`src/rtl/reaction_pkg.sv`:
```
// reaction_pkg: state encodings, LFSR constants and default timing for the reaction-timer round controller.
package reaction_pkg;
   typedef enum logic [2:0] {S_IDLE, S_DELAY, S_STIM, S_FALSE, S_SHOW, S_SUMMARY} state_t;
   localparam logic [15:0] LFSR_SEED = 16'hACE1;
   // Right-shift Galois taps for x^16+x^14+x^13+x^11+1
   localparam logic [15:0] LFSR_TAPS = 16'hB400;
   localparam int DEF_NUM_TRIALS   = 4;
   localparam int DEF_MIN_DELAY_MS = 1000;
   localparam int DEF_DELAY_MASK   = 1023;
   localparam int DEF_TIMEOUT_MS   = 9999;
   localparam int DEF_SHOW_MS      = 2000;
   localparam int DEF_TIME_W       = 14;
endpackage

```
`src/rtl/reaction_round_sequencer_lfsr16.sv`:
```
// lfsr16: free-running 16-bit Galois LFSR; a nonzero seed keeps it out of the all-zero lockup state.
module lfsr16
   import reaction_pkg::*;
(
   input  logic        clk,
   input  logic        ck_rst,
   output logic [15:0] lfsr_o
);
   logic [15:0] lfsr_q, lfsr_d;
   assign lfsr_d = lfsr_q[0] ? ((lfsr_q >> 1) ^ LFSR_TAPS) : (lfsr_q >> 1);
   assign lfsr_o = lfsr_q;
   always_ff @(posedge clk) begin
      if (ck_rst) lfsr_q <= LFSR_SEED;
      else        lfsr_q <= lfsr_d;
   end
endmodule

```
`src/rtl/reaction_round_sequencer.sv`:
```
// reaction_round_sequencer: multi-trial reaction-timer round FSM with random foreperiod,
// false-start detection, per-trial display and best/average summary.
module reaction_round_sequencer
   import reaction_pkg::*;
#(
   parameter int NUM_TRIALS   = DEF_NUM_TRIALS,
   parameter int MIN_DELAY_MS = DEF_MIN_DELAY_MS,
   parameter int DELAY_MASK   = DEF_DELAY_MASK,
   parameter int TIMEOUT_MS   = DEF_TIMEOUT_MS,
   parameter int SHOW_MS      = DEF_SHOW_MS,
   parameter int TIME_W       = DEF_TIME_W
) (
   input  logic              clk,
   input  logic              ck_rst,
   input  logic              tick_1ms,
   input  logic              start_btn,
   input  logic              react_btn,
   output logic              armed,
   output logic              stimulus_on,
   output logic              false_start,
   output logic              result_valid,
   output logic [TIME_W-1:0] result_ms,
   output logic [2:0]        trial_idx,
   output logic [TIME_W-1:0] best_ms,
   output logic [TIME_W-1:0] avg_ms,
   output logic              round_done
);
   localparam int                SUM_W     = TIME_W + 3;
   localparam int                SH        = $clog2(NUM_TRIALS);
   localparam logic [TIME_W-1:0] ONE       = TIME_W'(1);
   localparam logic [TIME_W-1:0] MIN_T     = TIME_W'(MIN_DELAY_MS);
   localparam logic [TIME_W-1:0] TIMEOUT_T = TIME_W'(TIMEOUT_MS);
   localparam logic [TIME_W-1:0] SHOW_T    = TIME_W'(SHOW_MS);
   localparam logic [9:0]        MASK_T    = 10'(DELAY_MASK);
   localparam logic [2:0]        LAST_T    = 3'(NUM_TRIALS - 1);
   state_t state_q, state_d;
   logic start_q, react_q, start_e, react_e, record;
   logic armed_q, stim_q, fs_q, valid_q, done_q;
   logic [15:0] lfsr_w;
   logic [5:0] lfsr_unused;
   logic [TIME_W-1:0] delay_q, delay_d, hold_q, hold_d, ms_q, ms_d;
   logic [TIME_W-1:0] best_q, best_d, result_q, result_d, avg_q, new_delay, rec;
   logic [SUM_W-1:0] sum_q, sum_d;
   logic [2:0] trial_q, trial_d;
   lfsr16 u_lfsr (.clk(clk), .ck_rst(ck_rst), .lfsr_o(lfsr_w));
   assign lfsr_unused = lfsr_w[15:10];
   assign new_delay   = MIN_T + {{(TIME_W-10){1'b0}}, lfsr_w[9:0] & MASK_T};
   assign start_e     = start_btn & ~start_q;
   assign react_e     = react_btn & ~react_q;
   always_comb begin
      state_d  = state_q;
      delay_d  = delay_q;
      hold_d   = hold_q;
      ms_d     = ms_q;
      sum_d    = sum_q;
      best_d   = best_q;
      result_d = result_q;
      trial_d  = trial_q;
      rec      = ms_q;
      record   = 1'b0;
      case (state_q)
         S_IDLE, S_SUMMARY: if (start_e) begin
            state_d = S_DELAY;
            trial_d = '0;
            sum_d   = '0;
            best_d  = '1;
            delay_d = new_delay;
         end
         // A press on the final foreperiod tick still counts as early.
         S_DELAY: if (react_e) begin
            state_d = S_FALSE;
            hold_d  = SHOW_T;
         end else if (tick_1ms) begin
            delay_d = delay_q - ONE;
            if (delay_q == ONE) begin
               state_d = S_STIM;
               ms_d    = '0;
            end
         end
         S_FALSE: if (tick_1ms) begin
            hold_d = hold_q - ONE;
            if (hold_q == ONE) begin
               state_d = S_DELAY;
               delay_d = new_delay;
            end
         end
         // React beats a coincident tick, so the pre-increment count is recorded.
         S_STIM: if (react_e) record = 1'b1;
         else if (tick_1ms) begin
            ms_d = ms_q + ONE;
            if (ms_d == TIMEOUT_T) begin
               record = 1'b1;
               rec    = TIMEOUT_T;
            end
         end
         S_SHOW: if (tick_1ms) begin
            hold_d = hold_q - ONE;
            if (hold_q == ONE && trial_q == LAST_T) begin
               state_d  = S_SUMMARY;
               result_d = TIME_W'(sum_q >> SH);
            end else if (hold_q == ONE) begin
               state_d = S_DELAY;
               trial_d = trial_q + 3'd1;
               delay_d = new_delay;
            end
         end
         default: state_d = S_IDLE;
      endcase
      if (record) begin
         state_d  = S_SHOW;
         hold_d   = SHOW_T;
         result_d = rec;
         sum_d    = sum_q + SUM_W'(rec);
         best_d   = (rec < best_q) ? rec : best_q;
      end
   end
   always_ff @(posedge clk) begin
      if (ck_rst) begin
         state_q  <= S_IDLE;
         start_q  <= 1'b1;
         react_q  <= 1'b1;
         delay_q  <= '0;
         hold_q   <= '0;
         ms_q     <= '0;
         sum_q    <= '0;
         best_q   <= '1;
         result_q <= '0;
         trial_q  <= '0;
         avg_q    <= '0;
         armed_q  <= 1'b1;
         stim_q   <= 1'b0;
         fs_q     <= 1'b0;
         valid_q  <= 1'b0;
         done_q   <= 1'b0;
      end else begin
         state_q  <= state_d;
         start_q  <= start_btn;
         react_q  <= react_btn;
         delay_q  <= delay_d;
         hold_q   <= hold_d;
         ms_q     <= ms_d;
         sum_q    <= sum_d;
         best_q   <= best_d;
         result_q <= result_d;
         trial_q  <= trial_d;
         avg_q    <= TIME_W'(sum_d >> SH);
         armed_q  <= state_d == S_IDLE;
         stim_q   <= state_d == S_STIM;
         fs_q     <= state_d == S_FALSE;
         valid_q  <= state_d == S_SHOW || state_d == S_SUMMARY;
         done_q   <= state_d == S_SUMMARY;
      end
   end
   assign armed        = armed_q;
   assign stimulus_on  = stim_q;
   assign false_start  = fs_q;
   assign result_valid = valid_q;
   assign result_ms    = result_q;
   assign trial_idx    = trial_q;
   assign best_ms      = best_q;
   assign avg_ms       = avg_q;
   assign round_done   = done_q;
endmodule
```
`config.mk`:
```
export PLATFORM = sky130hd
export DESIGN_NAME = reaction_round_sequencer
export DESIGN_NICKNAME = d
export VERILOG_FILES = /design/src/rtl/reaction_pkg.sv /design/src/rtl/reaction_round_sequencer_lfsr16.sv /design/src/rtl/reaction_round_sequencer.sv
export SDC_FILE = /design/constraint.sdc
export NUM_CORES = 1
export LEC_CHECK = 0
export BUFFER_PORTS_ARGS = -buffer_cell sky130_fd_sc_hd__buf_2
export CAP_MARGIN = 20
export CORE_UTILIZATION = 54
export CTS_BUF_LIST = sky130_fd_sc_hd__clkbuf_4 sky130_fd_sc_hd__clkbuf_8 sky130_fd_sc_hd__clkbuf_16
export DETAILED_ROUTE_END_ITERATION = 12
export PLACE_DENSITY = 0.85
export RECOVER_POWER = 50
export SLEW_MARGIN = 10
export SYNTH_ARGS = -nofsm -noshare
export SYNTH_HDL_FRONTEND = slang
export SYNTH_SLANG_ARGS = --single-unit
```
`constraint.sdc`:
```
create_clock -name clk -period 3.25 [get_ports clk]
set_input_delay 0.325 -clock clk [delete_from_list [all_inputs] [get_ports clk]]
set_output_delay 0.325 -clock clk [all_outputs]
set_load 0.1 [all_outputs]
```
==> out/qor.txt <==
Status: complete, but fails checks
Failing checks: design-rule violations, negative setup slack
#FFs+latches synth: 115
Drt pass-1 iters: 9
Synthesized instance count: 803
Die Span X: 112 um
CTS Hold Bufs: 0
# rows: 39
Main synth FF type: dfxtp_1
Asr flop ratio synth: 0
Leakage power: 3.34 nW
Inserted Clock Buffers: 17
Yosys warns: 0
Remaining global-route overflow: 0
Crit path arrival time: 3810 ps
Placed cell count: 1003
Synth Cell Area: 6510 um2
Synth Area in Adders: 0.0780
First-pass GRT wire length: 29300 um
HP Start: start_btn
WP buf/inv: 1
Hold Fails Final Rpt: 0
DR iter-0 viols: 636
Clock sink count: 115
Sequential fraction of the synthesis area: 0.354
Initial core utilization: 0.563
Die ar.: 12500 um2
Max Buffers Root-to-Sink: 2
Wire length per cell: 17.5 um
Final hold slack: 120 ps
Area leader, netlist: dfxtp_1
GRT Total Usage: 0.296
Clk root buf: clkbuf_16
Total power: 0.00356 W
Setup ws final: -241 ps
Largest family of logic cells by synthesized area: simple AND/OR/NAND/NOR gates
Worst-Margin Slew: 1240 ps
Setup crit start: ms_q[5]
Die Height: 112 um
Share of cells above drive strength 1: 0.201
Max Freq: 286 MHz
Vias: 6464
Syn_nets: 848
Vias per std cell: 6.19
Final cell count without fillers: 1045
Clock latency on the worst-skew pair: 430 ps
Port buffer count: 54
Critical Path Source Type: register
Top cells by area, synth: dfxtp_1, ha_1, a21oi_1, nor2_1, o21ai_0
Worst path cell trace: nand4_1 -> buf_4 -> nor3_1 -> o22ai_2 -> nand4_4 -> nor2_4 -> or2_4 -> ha_4 -> a21o_1 -> nand4_1 -> a311o_1 -> a31oi_1 -> o21ai_1 -> a21boi_1 -> mux2_2
Pins over their slew limit: 0
Clock Pin Slew Worst Setup and Hold Paths: 60 ps
Crit-path max FO: 4
RSZ-0062 raised after global routing: yes
Final setup fails: 21
Routability cong.: 0.957
Core area: 11600 um2
Synth Area in Compound Gates: 0.211
Pwr Density: 445 nW/um2
Vias in the first global route: 6143
Req. time, crit path: 3570 ps
Max H-tree Level: 4
DP Wirelength: 12000 um
Max-Cap Viols: 0
Crit path kind: register to register
Crit-path most repeated cell: nand4_1
Nets: 934
Post-synthesis mux area share: 0.0186
Cell variety after synth: 70
Top delay family on crit path: compound AO/OA/AOI/OAI gates
CTS tree: built
DRC viols: 1
Commonest non-fill, non-tap cell in the layout: dfxtp_1
Post-layout min period: 3490 ps
Clock Skews: 7.58 ps
Post-synthesis simple-gate area fraction: 0.228
Worst setup EP type: register
Ports: 55
CP max stage delay: 370 ps
Mean area per synthesized cell: 8.11 um2
Min-Delay Path Class: input pin to register
Largest net degree at the start of global routing: 48
XOR/XNOR share of the synthesized area: 0.0390
Antenna violations before repair: 0
Final period util: 1.07
Post-synth EDFFs: 0
Area delta synth->final: 22.8%
Max-slew headroom: 0.171
Reg2reg start: ms_q[5]
Crit-path slowest cell: a311o_1
Final ANT Viol Nets: 0
Most frequent cells in the layout: dfxtp_1, buf_4, a21oi_1
Final-layout fill cell count: 875
Post-synth top area share: 0.354
Antenna Cells: 0
VDD IR-drop max: 0.300 mV
Routed Wire Length: 18300 um
==> cells in the mapped netlist (3+ instances only) <==
master	number
or4_1	7
nor4_1	9
and2_1	5
nor2b_1	10
buf_4	14
clkbuf_1	47
a22oi_1	3
xor2_1	9
nand3_1	35
nand3b_1	6
a211oi_1	19
o22ai_1	5
a31oi_1	9
or2_2	15
nand4_1	15
o22a_1	14
o211ai_1	4
a21o_1	4
ha_1	39
xnor2_1	20
and3_1	5
mux2i_1	11
o211a_1	3
nor3_1	28
o21bai_1	4
nand2_1	57
buf_2	9
and4_1	3
o21ai_0	43
a221oi_1	3
nor2_1	68
a21oi_1	74
o221a_2	3
dfxtp_1	115
nand2b_1	6
nand4b_1	3
or3_1	7
inv_1	32
==> path summary, 6_finish.rpt <==
check / endpoint / slack, ps / depth (start not counted)
max: sum_q[15] / -240 / 15
min: start_q / 120 / 2
max reg2reg: sum_q[15] / -240 / 15
min reg2reg: u_lfsr.lfsr_o[11] / 420 / 1
==> worst reg2reg max path: stages, from the launching register on <==
cell,delay (ps)
dfxtp_1,360
nand4_1,180
buf_4,180
nor3_1,320
o22ai_2,160
nand4_4,160
nor2_4,50
or2_4,280
ha_4,260
a21o_1,120
nand4_1,110
a311o_1,370
a31oi_1,220
o21ai_1,120
a21boi_1,150
mux2_2,340
==> sequential cells by signal (all words and copies together) (netlist names), 3 cells and up <==
register / count
trial_idx: 3
ms_q: 14
result_ms: 14
state_q: 3
u_lfsr.lfsr_o: 16
delay_q: 14
sum_q: 16
best_ms: 14
hold_q: 14
==> power breakdown <==
part	switching (W)	internal, W
combinational	0.000151	0.0000803
clock	0.000729	0.00113
sequential	0.0000260	0.00144
total	0.000906	0.00265
==> metal layers <==
metal / wire length [um] / vias up / share of wire / track usage
li1: - / 3052 / - / -
met1: 7960 / 3084 / 0.44 / 0.382
met2: 8550 / 280 / 0.47 / 0.469
met3: 1340 / 48 / 0.073 / 0.0686
met4: 437 / 0 / 0.024 / 0.134
met5: 0 / - / 0 / 0
==> through the flow <==
stage	setup slack, ps	instance area, um2	setup TNS, ps	util
after floorplan	-92.5	6590	-109	-
after global placement	-101	7260	-797	0.627
after detailed placement	-243	7260	-2970	0.627
after CTS	-114	7960	-1020	0.688
after global routing	-367	7990	-4750	0.691
final	-241	7990	-1590	0.691
==> what timing repair did <==
item	4_1_cts	5_1_grt
endpoints found under the setup margin	23	22
setup buffers	6	3
gates cloned	1	0
resized for setup	19	21
pin swaps	12	18
==> cells by family after synthesis <==
group | Yosys count
buf+inv | 104
mux | 12
compound gates | 213
simple gates | 290
fa+ha+maj | 40
xor+xnor | 29
flops | 115
==> area by class of cell <==
class	count	area [um2]	share of cell area
clock inverters	15	159	0.0199
multi-input cells	584	3940	0.492
clock buffers	17	425	0.0532
repair buffers	139	856	0.107
inverters	32	123	0.0153
flip-flops and latches	115	2310	0.290
well taps	143	179	0.0224
(Power assumes the default switching activity.)
